**src/rtl/sync_fifo_pkg.sv**
```systemverilog
// sync_fifo_pkg: shared mode enum and width helpers for sync_fifo_flex.
package sync_fifo_pkg;

    typedef enum logic {
        FIFO_STD  = 1'b0,
        FIFO_FWFT = 1'b1
    } fifo_mode_e;

    function automatic int ptr_w(input int depth);
        return ($clog2(depth) > 1) ? $clog2(depth) : 1;
    endfunction

    function automatic int cnt_w(input int depth);
        return $clog2(depth + 1);
    endfunction

endpackage

```
**src/rtl/fifo_wrap_ptr.sv**
```systemverilog
// fifo_wrap_ptr: storage index that advances on en_i and wraps from DEPTH-1 to 0.
module fifo_wrap_ptr
    import sync_fifo_pkg::*;
#(
    parameter int DEPTH = 4
) (
    input  logic                    clk_i,
    input  logic                    rst_i,
    input  logic                    en_i,
    output logic [ptr_w(DEPTH)-1:0] ptr_o
);

    localparam int PW = ptr_w(DEPTH);

    always_ff @(posedge clk_i) begin
        if (rst_i) ptr_o <= '0;
        else if (en_i) ptr_o <= (ptr_o == PW'(DEPTH - 1)) ? '0 : ptr_o + PW'(1);
    end

endmodule

```
**src/rtl/sync_fifo_flex.sv**
```systemverilog
// sync_fifo_flex: single-clock FIFO, any depth >= 2, registered or FWFT read,
// with occupancy count, almost flags and overflow/underflow pulses.
module sync_fifo_flex
    import sync_fifo_pkg::*;
#(
    parameter int WIDTH     = 16,
    parameter int DEPTH     = 4,
    parameter int FWFT      = 0,
    parameter int AF_THRESH = DEPTH - 1,
    parameter int AE_THRESH = 1
) (
    input  logic                    clk_i,
    input  logic                    rst_i,
    input  logic                    wr_en_i,
    input  logic [WIDTH-1:0]        wr_data_i,
    input  logic                    rd_en_i,
    output logic [WIDTH-1:0]        rd_data_o,
    output logic                    full_o,
    output logic                    empty_o,
    output logic                    almost_full_o,
    output logic                    almost_empty_o,
    output logic [cnt_w(DEPTH)-1:0] count_o,
    output logic                    overflow_o,
    output logic                    underflow_o
);

    localparam int PW = ptr_w(DEPTH);
    localparam int CW = cnt_w(DEPTH);
    localparam fifo_mode_e MODE = (FWFT != 0) ? FIFO_FWFT : FIFO_STD;

    if (WIDTH < 1) begin : g_bad_width
        $error("sync_fifo_flex: WIDTH must be >= 1");
    end
    if (DEPTH < 2) begin : g_bad_depth
        $error("sync_fifo_flex: DEPTH must be >= 2");
    end
    if (FWFT != 0 && FWFT != 1) begin : g_bad_mode
        $error("sync_fifo_flex: FWFT must be 0 or 1");
    end
    if (AF_THRESH < 1 || AF_THRESH > DEPTH) begin : g_bad_af
        $error("sync_fifo_flex: AF_THRESH must be in 1..DEPTH");
    end
    if (AE_THRESH < 0 || AE_THRESH > DEPTH - 1) begin : g_bad_ae
        $error("sync_fifo_flex: AE_THRESH must be in 0..DEPTH-1");
    end

    logic [WIDTH-1:0] mem [DEPTH];
    logic [PW-1:0]    wptr;
    logic [PW-1:0]    rptr;
    logic             wr_acc;
    logic             rd_acc;
    logic [CW-1:0]    cnt_nxt;

    // Acceptance uses the registered flags, so full+both pops only and empty+both pushes only.
    assign wr_acc  = wr_en_i & ~full_o;
    assign rd_acc  = rd_en_i & ~empty_o;
    assign cnt_nxt = count_o + CW'(wr_acc) - CW'(rd_acc);

    fifo_wrap_ptr #(.DEPTH(DEPTH)) u_wptr (
        .clk_i (clk_i),
        .rst_i (rst_i),
        .en_i  (wr_acc),
        .ptr_o (wptr)
    );

    fifo_wrap_ptr #(.DEPTH(DEPTH)) u_rptr (
        .clk_i (clk_i),
        .rst_i (rst_i),
        .en_i  (rd_acc),
        .ptr_o (rptr)
    );

    always_ff @(posedge clk_i) begin
        if (wr_acc && !rst_i) mem[wptr] <= wr_data_i;
    end

    always_ff @(posedge clk_i) begin
        if (rst_i) begin
            count_o        <= '0;
            full_o         <= 1'b0;
            empty_o        <= 1'b1;
            almost_full_o  <= 1'b0;
            almost_empty_o <= 1'b1;
            overflow_o     <= 1'b0;
            underflow_o    <= 1'b0;
        end else begin
            count_o        <= cnt_nxt;
            full_o         <= cnt_nxt == CW'(DEPTH);
            empty_o        <= cnt_nxt == '0;
            almost_full_o  <= cnt_nxt >= CW'(AF_THRESH);
            almost_empty_o <= cnt_nxt <= CW'(AE_THRESH);
            overflow_o     <= wr_en_i & full_o;
            underflow_o    <= rd_en_i & empty_o;
        end
    end

    if (MODE == FIFO_FWFT) begin : g_fwft
        assign rd_data_o = empty_o ? '0 : mem[rptr];
    end else begin : g_std
        always_ff @(posedge clk_i) begin
            if (rst_i) rd_data_o <= '0;
            else if (rd_acc) rd_data_o <= mem[rptr];
        end
    end

endmodule

```
**config.mk**
```make
export PLATFORM = sky130hd
export DESIGN_NAME = sync_fifo_flex
export DESIGN_NICKNAME = d
export VERILOG_FILES = /design/src/rtl/sync_fifo_pkg.sv /design/src/rtl/fifo_wrap_ptr.sv /design/src/rtl/sync_fifo_flex.sv
export SDC_FILE = /design/constraint.sdc
export NUM_CORES = 1
export LEC_CHECK = 0
export CELL_PAD_IN_SITES_DETAIL_PLACEMENT = 1
export CELL_PAD_IN_SITES_GLOBAL_PLACEMENT = 1
export CORE_ASPECT_RATIO = 0.5
export CORE_MARGIN = 5
export CORE_UTILIZATION = 45
export DETAILED_ROUTE_END_ITERATION = 16
export HOLD_SLACK_MARGIN = 0.08
export PLACE_DENSITY = 0.76
export RECOVER_POWER = 100
export SYNTH_ARGS = -nofsm -noshare
export SYNTH_HDL_FRONTEND = slang
export SYNTH_HIERARCHICAL = 1
export SYNTH_SLANG_ARGS = --single-unit
```
**constraint.sdc**
```tcl
create_clock -name clk_i -period 3.2 [get_ports clk_i]
set_input_delay 0.48 -clock clk_i [delete_from_list [all_inputs] [get_ports clk_i]]
set_output_delay 0.48 -clock clk_i [all_outputs]
set_load 0.01 [all_outputs]
```
# Word level (Yosys, flattened, before mapping)
# Memories as Yosys holds them, arrays and structs flattened. A register that Yosys moved wholly into a read port is not among the register bits.
# Index checks and enable logic that the tools add are counted.
word_totals:
  regBits: 13
  latchBits: 0
  ram_bits: 64
  romBits: 0
  out_inout_bits: 25
  mem_count: 1
classes:
  add_sub_neg: 4
  mul: 0
  n_div: 0
  order_cmp: 2
  n_eq_ne: 3
  shift: 0
  muxes: 4
  bitwise: 6
  reduce_logical: 3
memory_table:
  columns: ["name", "depth", "word_bits", "rd", "rd_clocked_by_memory_dff", "write_ports", "line", "rtl"]
  rows:
  - ["mem", 4, 16, 1, 1, 1, "sync_fifo_flex.sv:47", "logic [WIDTH-1:0] mem [DEPTH];"]
op_table:
  columns: ["operator", "count"]
  rows:
  - ["$add 2x1->2 const B", 2]
  - ["$and 1x1->1", 4]
  - ["$eq 2x2->1 const B", 2]
  - ["$mux 2", 2]
  - ["$add 3x1->3", 1]
  - ["$eq 3x3->1 const B", 1]
  - ["$ge 3x2->1 const B", 1]
  - ["$le 3x1->1 const B", 1]
  - ["$logic_not 3->1", 1]
  - ["$sub 3x1->3", 1]
  - ["$mux 1", 2]
  - ["$not 1->1", 2]
  - ["$logic_and 1x1->1", 1]
  - ["$logic_not 1->1", 1]

# Depth between registers and ports, before layout
# Gate-level depths: netlist of run 1.
logic_depth:
  word_depth: 5
  ltp_mapped: 8
  ltp_nobuf: 8

# By module
# Netlist of run 1, hierarchy kept.
by_module_without_submodules:
  columns: ["mod", "n_inst", "cells_per_inst", "area_per_inst_um2", "seq_area_each_um2"]
  rows:
  - ["sync_fifo_flex", 1, 196, 3311.9, 2422.3]
  - ["fifo_wrap_ptr", 2, 8, 86.3, 40.0]

# Least setup slack after synthesis of run 1
# Ideal clock, no wire load.
synth_timing:
  path_kind: "in2reg"
  startpoint: "input rst_i"
  endpoint: "memory mem[0][0] (enable)"
  t_arrival_ns: 2.260
  required_time_ns: 2.770
  path_slack_ns: 0.510
  path_stages: 2
  path_buffers: 1
  path_cell_list: "buf_2 nor4_1"
synth_via:
  elab_chain_len: 4
synth_rtl:
  columns: ["item", "line", "rtl"]
  rows:
  - ["from (decl)", "sync_fifo_flex.sv:13", "input logic rst_i,"]
  - ["$logic_not 1->1", "sync_fifo_flex.sv:74", "if (wr_acc && !rst_i) mem[wptr] <= wr_data_i;"]
  - ["$logic_and 1x1->1", "sync_fifo_flex.sv:74", null]
  - ["$mux 1", "sync_fifo_flex.sv:74", null]
  - ["$mux 1 (implied by the code)", "sync_fifo_flex.sv:74", null]
  - ["to (decl)", "sync_fifo_flex.sv:47", null]
# No other way between the ends.

# Final worst setup path of run 1
layout_timing:
  startpoint: "input rst_i"
  endpoint: "memory mem[2][4] (enable)"
# Same word-level chain as after synthesis.

==> flow_summary_export.csv, run 1 <==
group,metric,value,unit
outcome,status,"finished with violations",
outcome,violations,"max-capacitance violations, max-slew violations",
clock_network,insertion_delay,0.34,ns
route,post_drt_wl_per_cell,18.0,um
critical_path,critPathSlowestCell,"clkbuf_1",
synthesis,yosysTopAreaCell,"edfxtp_1",
critical_path,critPathTopFamily,"buffers and inverters",
finish,drive_gt1_share,8.55,%
pwr,seqPwrFrac,48.7,%
worst_hold_path,hp-class,"flip-flop to flip-flop",
critical_path,required,3.15,ns
finish,final_cell_mix,"edfxtp_1, dlygate4sd3_1, mux2i_1",
synthesis,synth_top_area_share,55.2,%
critical_path,r2r_slack,0.69,ns
global_routing,antenna_found_initial,0,
route,drt_iter0_markers,68,
critical_path,cp_max_fo,16,
route,routed_wl,6570,um
synthesis,synth_cells,212,
pwr,p_leak,0.00163,uW
critical_path,setup.worst_path.end_class,"flip-flop",
pwr,pwr-share-clk,32.1,%
finish,syn2layout_area_growth,23.3,%
sta,rsz0062_at_grt,"false",
synthesis,synth_edf_count,64,
sta,setup_tns,0,ns
sta,slew_headroom,-35.9,%
route,drc,0,
finish,final_common_cell,"edfxtp_1",
place,gp_congestion,0.683,
pwr,power_density,737,nW/um^2
route,vias,1889,
place,placed_cells_incl_taps,349,
critical_path,crit_buf_inv,2,
global_routing,grt_remaining_overflow,0,
sta,hold_viol,0,
finish,antenna_cells,0,
flow_run,drv_cap,1,
clock_network,cts-buffers-inserted,9,
synthesis,ys_ff_latch,93,
die,initial_utilization,46.9,%
die,pin_count,45,
route,ant_nets,0,
finish,nNetsFinal,289,
clock_network,h-tree-depth,3,
sta,skew,0.00745,ns
synthesis,seq_area_frac_synth,71.8,%
synthesis,synth_area_leaders,"edfxtp_1, dfxtp_1, mux2i_1",
pwr,netSwitchingFraction,24.8,%
clock_network,cts_sinks,93,
finish,finalNonFillerCells,365,
critical_path,cp-start-kind,"input pin",
pwr,p_int,2380,uW
critical_path,path_class,"input pin to flip-flop",
pwr,ir_worst_vdd,395,uV
sta,layout_min_cycle_time,2.69,ns
synthesis,netlist_area,3480,um^2
place,placed_area,4040,um^2
clock_network,cts_resized,0,
clock_network,clock_path_buffers,2,
die,die_h,72.2,um
global_routing,grt_pass1_wl,11000,um
finish,post-route-util,57.8,%
pwr,combPwrFrac,19.2,%
sta,timing.final.crit_share,84.0,%
clock_network,clk_pin_slew,0.06,ns
critical_path,cpPeakStageDelay,0.82,ns
route,first_pass_iters,4,
sta,final-setup-viol-count,0,
synthesis,ys.flop_type,"edfxtp_1",
sta,max_clock_freq,0.372,GHz
die,coreArea,7430,um^2
place,io_buffers,44,
finish,final_cell_area,4300,um^2
clock_network,holdBufCountCts,0,
clock_network,cts_root_buf,"clkbuf_16",
route,via_per_inst,5.18,
sta,maxSlewViolCount,35,
die,die_area,9710,um^2
pwr,switchingPower,785,uW
clock_network,cts_tree,"yes",
synthesis,syn_nets,237,
die,fp.dieW,134,um
critical_path,cp.arrival,2.64,ns
die,rows,22,
place,post-dp-hpwl,4140,um
global_routing,grt_pass1_vias,2117,
synthesis,async_flop_share,0,%
synthesis,syn_avg_cell_area,16.4,um^2
global_routing,grt_start_max_net_pins,35,
global_routing,grtUsageTotal,15.3,%
synthesis,yosys_warnings,6,
synthesis,synth_cell_type_count,27,
sta,tightest_slew,2.04,ns
clock_network,cts_setup_buffers,0,
critical_path,crit_chain,"dlygate4sd3_1, nor3b_1, nand2_1, nor2_1, clkbuf_1",
[cell usage after synthesis (2+ instances only)]
| master | instances |
|---|---|
| inv_1 | 4 |
| buf_6 | 2 |
| nor4_1 | 2 |
| edfxtp_1 | 64 |
| a21oi_1 | 2 |
| nor2_1 | 13 |
| buf_2 | 5 |
| o22ai_2 | 10 |
| or3b_1 | 2 |
| nor2b_1 | 3 |
| ha_1 | 4 |
| clkbuf_1 | 2 |
| dfxtp_1 | 29 |
| nand2_1 | 3 |
| nand2b_1 | 3 |
| a21o_1 | 16 |
| o22ai_1 | 5 |
| mux2i_1 | 34 |
[cell type report]
type,instances,area (um^2)
Clock inverter,3,37.5
Clock buffer,13,250
Sequential cell,93,2500
Tap cell,96,120
Inverter,4,15.0
Multi-Input combinational cell,105,898
Fill cell,703,3130
Timing Repair Buffer,51,474
[kinds of logic after synthesis]
group	synth area share, %
flip-flops	71.8
AO/OA/AOI/OAI	8.47
multiplexers	9.77
AND/OR/NAND/NOR	5.03
buffers and inverters	2.23
adder cells (fa/ha/maj)	2.01
XOR/XNOR	0.682
[registers in the layout (all words and copies together) (netlist names)]
| signal | flops |
|---|---|
| mem | 64 |
| rd_data_o | 16 |
| count_o | 3 |
| u_rptr/ptr_o | 2 |
| u_wptr/ptr_o | 2 |
| almost_empty_o | 1 |
| almost_full_o | 1 |
| empty_o | 1 |
| full_o | 1 |
| overflow_o | 1 |
| underflow_o | 1 |
[per-stage QoR]
stage	power (uW)	setup WS (ns)	hold slack (ns)
6_report	3170	0.511	0.443
5_1_grt	3340	0.357	0.461
4_1_cts	3260	0.758	0.454
3_5_place_dp	2230	0.406	0.440
3_3_place_gp	2200	0.475	0.433
2_1_floorplan	1920	0.510	0.478
[final timing paths]
kind,from,to,cells past startpoint
setup / recovery,rst_i,mem[2][4],5
setup reg to reg,u_rptr/ptr_o[1],rd_data_o[5],3
hold reg to reg,rd_data_o[6],rd_data_o[6],1
hold / removal,rd_data_o[6],rd_data_o[6],1
[power by group through the flow]
stage                     Combinational, uW  Sequential (uW)  Clock, uW
after floorplan                         349             1570          0
after global placement                  634             1560          0
after detailed placement                655             1570          0
after CTS                               663             1550       1050
after global routing                    674             1560       1110
final                                   607             1540       1020
[metal layers]
layer,vias up,share of wire (%),global-route usage [%]
met5,-,0,0
met3,9,3.9,6.09
met1,947,44,17.2
li1,901,-,-
met2,32,50,26.8
met4,0,1.7,6.09
No activity file was read; power rests on OpenSTA's default activity.
==> inputs of run 2 (changes only) <==
--- a/config.mk
+++ b/config.mk
@@ -9,10 +9,10 @@
 export CELL_PAD_IN_SITES_GLOBAL_PLACEMENT = 1
 export CORE_ASPECT_RATIO = 0.5
 export CORE_MARGIN = 5
-export CORE_UTILIZATION = 45
+export CORE_UTILIZATION = 41
 export DETAILED_ROUTE_END_ITERATION = 16
 export HOLD_SLACK_MARGIN = 0.08
-export PLACE_DENSITY = 0.76
+export PLACE_DENSITY = 0.73
 export RECOVER_POWER = 100
 export SYNTH_ARGS = -nofsm -noshare
 export SYNTH_HDL_FRONTEND = slang
==> constraint.sdc (replaced) <==
create_clock -name clk_i -period 2.4 [get_ports clk_i]
set_input_delay 0.36 -clock clk_i [delete_from_list [all_inputs] [get_ports clk_i]]
set_output_delay 0.36 -clock clk_i [all_outputs]
set_load 0.01 [all_outputs]
==> flow_summary_export.csv, run 2 (same netlist as run 1, synthesis figures left out) <==
group,metric,value,unit
place,io_buffers,44,
clock_network,cts_sinks,93,
sta,setup_slack,0.186,ns
sta,timing.final.crit_share,92.2,%
global_routing,grt_start_max_net_pins,17,
finish,final_cell_mix,"edfxtp_1, dlygate4sd3_1, mux2i_1",
global_routing,grtUsageTotal,14.7,%
pwr,power_density,958,nW/um^2
worst_hold_path,hold_end,"rd_data_o[4]",
finish,top_regs,"mem: 64 flops, rd_data_o: 16 flops, count_o: 3 flops",
route,ant_nets,0,
critical_path,timing.rr.end,"rd_data_o[3]",
place,placed_cells_incl_taps,371,
sta,slew_headroom,37.2,%
critical_path,cpPeakStageDelay,0.79,ns
critical_path,cp-start-kind,"input pin",
critical_path,setup.worst_path.end_class,"flip-flop",
place,gp_congestion,0.732,
global_routing,antenna_found_initial,1,
clock_network,clk_pin_slew,0.06,ns
die,initial_utilization,42.8,%
global_routing,grt_pass1_wl,11200,um
sta,layout_min_cycle_time,2.21,ns
outcome,status,"finished, final reports clean",
route,routed_wl,7280,um
critical_path,r2r_slack,0.26,ns
global_routing,grt_pass1_vias,2147,
route,via_per_inst,4.98,
flow_run,drv_cap,0,
sta,rsz0062_at_grt,"false",
die,coreArea,8140,um^2
sta,hold_viol,0,
die,fp.dieW,140,um
clock_network,insertion_delay,0.33,ns
place,pre_cts_ws,-0.102,ns
die,die_area,10600,um^2
route,drc,0,
worst_hold_path,hp-class,"flip-flop to flip-flop",
sta,final-setup-viol-count,0,
die,pin_count,45,
clock_network,cts_tree,"yes",
finish,finalNonFillerCells,388,
sta,maxSlewViolCount,0,
finish,drive_gt1_share,12.0,%
die,die_h,75.2,um
critical_path,critPathSlowestCell,"nor2_1",
worst_hold_path,holdPathStages,1,
critical_path,cp_max_fo,13,
clock_network,cts_root_buf,"clkbuf_16",
sta,skew,0.00706,ns
finish,syn2layout_area_growth,24.8,%
route,first_pass_iters,4,
critical_path,cp.arrival,2.49,ns
clock_network,cts_setup_buffers,0,
clock_network,clock_path_buffers,2,
critical_path,crit_buf_inv,2,
finish,final_cell_area,4350,um^2
route,vias,1933,
global_routing,grt_remaining_overflow,0,
finish,nNetsFinal,295,
clock_network,h-tree-depth,3,
critical_path,path_class,"input pin to flip-flop",
pwr,ir_worst_vdd,442,uV
finish,largest_reg_flops,64,
worst_hold_path,worstHoldStart,"rd_data_o[4]",
pwr,p_leak,0.00165,uW
finish,regMostFlops,"mem",
place,post-dp-hpwl,4890,um
finish,final_common_cell,"edfxtp_1",
clock_network,cts_resized,0,
critical_path,r2r_start,"u_rptr/ptr_o[1]",
critical_path,r2r_cells,4,
clock_network,holdBufCountCts,0,
die,rows,23,
sta,max_clock_freq,0.452,GHz
route,post_drt_wl_per_cell,18.8,um
place,placed_area,4150,um^2
critical_path,critPathTopFamily,"buffers and inverters",
route,drt_iter0_markers,117,
clock_network,cts-buffers-inserted,9,
critical_path,crit_chain,"dlygate4sd3_1, nor2_1, clkbuf_1, a21o_1",
critical_path,required,2.68,ns
sta,tightest_slew,0.938,ns
run 2: changes by cell type in the layout (fill, tap and decap cells not counted), moves of 2 or more:
| cell | before | now |
|---|---|---|
| clkbuf_2 | 0 | 4 |
| clkdlybuf4s50_1 | 0 | 2 |
| clkbuf_1 | 8 | 6 |
| buf_4 | 2 | 5 |
| clkinvlp_4 | 0 | 2 |
| dlygate4sd3_1 | 44 | 42 |
run 2: how the worst max path moves through the flow:
stage	from	end	slack, ns	cells after the start
floorplan	rd_en_i	almost_full_o	0.44	7
global placement	wr_en_i	empty_o	-0.01	9
detailed placement	wr_en_i	almost_empty_o	-0.10	9
CTS	wr_en_i	almost_empty_o	0.25	9
global route	rst_i	mem[1][11]	0.08	5
finish	rst_i	rd_data_o[6]	0.19	4
run 2: layer usage:
metal	part of all wire (%)	vias up	global-route usage [%]	routed length [um]
met5	0	-	0	0
li1	-	919	-	-
met1	41	975	16.2	2960
met2	54	34	27.8	3950
met3	4.5	5	4.95	331
met4	0.60	0	4.51	44
run 2: power breakdown:
group          internal [uW]  switching [uW]
sequential              1930             122
clock                    724             534
combinational            430             429
total                   3080            1090
run 2: layout make-up:
class / count / area, um^2
fillers: 787 / 3800
flip-flops and latches: 93 / 2500
multi-input cells: 105 / 905
repair buffers: 57 / 513
clock buffers: 12 / 246
well taps: 112 / 140
clock inverters: 4 / 23.8
inverters: 4 / 15.0
diodes: 1 / 2.50
run 2: stage by stage:
stage | utilization (%) | total power (uW) | TNS [ns] | hold slack, ns
2_1_floorplan | - | 2560 | 0 | 0.429
3_3_place_gp | 51.0 | 2970 | -0.0148 | 0.436
3_5_place_dp | 51.0 | 3030 | -0.287 | 0.444
4_1_cts | 54.3 | 4310 | 0 | 0.458
5_1_grt | 53.4 | 4390 | 0 | 0.472
6_report | 53.4 | 4170 | 0 | 0.448
==> inputs of run 3 (changes only) <==
--- a/config.mk
+++ b/config.mk
@@ -9,10 +9,10 @@
 export CELL_PAD_IN_SITES_GLOBAL_PLACEMENT = 1
 export CORE_ASPECT_RATIO = 0.5
 export CORE_MARGIN = 5
-export CORE_UTILIZATION = 41
+export CORE_UTILIZATION = 40
 export DETAILED_ROUTE_END_ITERATION = 16
 export HOLD_SLACK_MARGIN = 0.08
-export PLACE_DENSITY = 0.73
+export PLACE_DENSITY = 0.72
 export RECOVER_POWER = 100
 export SYNTH_ARGS = -nofsm -noshare
 export SYNTH_HDL_FRONTEND = slang
==> flow_summary_export.csv, run 3 (same netlist as run 1, synthesis figures left out) <==
group,metric,value,unit
finish,top_regs,"mem: 64 flops, rd_data_o: 16 flops, count_o: 3 flops",
die,fp.dieW,142,um
route,drt_iter0_markers,83,
sta,rsz0062_at_grt,"false",
sta,max_clock_freq,0.454,GHz
die,pin_count,45,
global_routing,grtUsageTotal,14.1,%
global_routing,grt_start_max_net_pins,17,
place,io_buffers,44,
finish,syn2layout_area_growth,23.8,%
clock_network,insertion_delay,0.34,ns
route,ant_nets,0,
critical_path,cp-start-kind,"input pin",
route,routed_wl,7160,um
sta,maxSlewViolCount,0,
global_routing,grt_remaining_overflow,0,
die,initial_utilization,40.6,%
critical_path,setup.worst_path.end_class,"flip-flop",
route,post_drt_wl_per_cell,18.3,um
finish,finalNonFillerCells,392,
finish,final_cell_mix,"edfxtp_1, dlygate4sd3_1, mux2i_1",
route,vias,1954,
clock_network,clock_path_buffers,2,
finish,final_common_cell,"edfxtp_1",
die,rows,24,
pwr,pwr-share-clk,31.2,%
die,coreArea,8590,um^2
finish,antenna_cells,0,
critical_path,cp_max_fo,4,
clock_network,cts_tree,"yes",
place,placed_cells_incl_taps,376,
pwr,ir_worst_vdd,558,uV
pwr,combPwrFrac,20.2,%
clock_network,cts_sinks,93,
clock_network,holdBufCountCts,0,
route,first_pass_iters,4,
die,die_area,10800,um^2
outcome,status,"finished, final reports clean",
pwr,p_leak,0.00165,uW
worst_hold_path,hp-class,"flip-flop to flip-flop",
finish,nNetsFinal,295,
finish,final_cell_area,4310,um^2
finish,regMostFlops,"mem",
clock_network,cts_root_buf,"clkbuf_16",
finish,drive_gt1_share,10.2,%
critical_path,cp.arrival,2.42,ns
route,via_per_inst,4.98,
sta,layout_min_cycle_time,2.20,ns
clock_network,cts-buffers-inserted,9,
global_routing,grt_pass1_vias,2200,
clock_network,cts_resized,0,
finish,post-route-util,50.2,%
pwr,switchingPower,1150,uW
place,placed_area,4170,um^2
pwr,seqPwrFrac,48.6,%
place,gp_congestion,0.735,
pwr,power_density,976,nW/um^2
clock_network,h-tree-depth,3,
finish,largest_reg_flops,64,
global_routing,grt_pass1_wl,11600,um
sta,hold_viol,0,
clock_network,cts_setup_buffers,0,
global_routing,antenna_found_initial,0,
pwr,p_int,3060,uW
pwr,netSwitchingFraction,27.4,%
sta,fin_hold_ws,0.445,ns
critical_path,required,2.62,ns
sta,timing.final.crit_share,91.7,%
place,post-dp-hpwl,4670,um
sta,final-setup-viol-count,0,
die,die_h,76,um
sta,slew_headroom,46.2,%
sta,skew,0.00399,ns
critical_path,path_class,"input pin to flip-flop",
route,drc,0,
clock_network,clk_pin_slew,0.06,ns
sta,tightest_slew,0.804,ns
flow_run,drv_cap,0,
run 3: final timing paths:
check	end	depth (start not counted)	slack [ns]	startpoint
min reg2reg	rd_data_o[12]	1	0.45	rd_data_o[12]
max reg2reg	empty_o	8	0.29	full_o
min	rd_data_o[12]	1	0.45	rd_data_o[12]
max	empty_o	9	0.20	wr_en_i
run 3: worst max-delay path, cell delays in order:
cell             delay [ns]
clkdlybuf4s50_1        0.50
nand2b_1               0.10
ha_1                   0.29
inv_1                  0.04
ha_1                   0.19
fa_1                   0.40
xor3_1                 0.21
nor2_1                 0.25
nor2_1                 0.09
run 3: through the flow:
step | worst slack, ns | power, uW | TNS [ns]
after floorplan | 0.440 | 2560 | 0
after CTS | 0.197 | 4360 | 0
after detailed placement | -0.154 | 3030 | -0.438
after global placement | -0.00433 | 2970 | -0.00433
after global routing | 0.0875 | 4450 | 0
final | 0.198 | 4210 | 0
run 3: cell type report:
class | instances | area (um^2)
timing repair buffer | 57 | 510
fill | 866 | 4270
clock buffer | 10 | 229
multi-input combinational | 105 | 863
inverter | 4 | 15.0
clock inverter | 6 | 46.3
tap | 117 | 146
sequential | 93 | 2500
run 3: routing by layer:
| layer | vias to the layer above | track usage, % | part of all wire [%] |
|---|---|---|---|
| li1 | 920 | - | - |
| met1 | 991 | 17.8 | 45 |
| met2 | 34 | 23.2 | 50 |
| met3 | 9 | 4.39 | 3.9 |
| met4 | 0 | 4.31 | 1.2 |
| met5 | - | 0 | 0 |
run 3: power groups by stage:
| stage | sequential (uW) | clock, uW | combinational, uW |
|---|---|---|---|
| floorplan | 2100 | 0 | 468 |
| global placement | 2070 | 0 | 895 |
| detailed placement | 2080 | 0 | 947 |
| CTS | 2050 | 1340 | 957 |
| global route | 2070 | 1440 | 936 |
| finish | 2050 | 1320 | 850 |
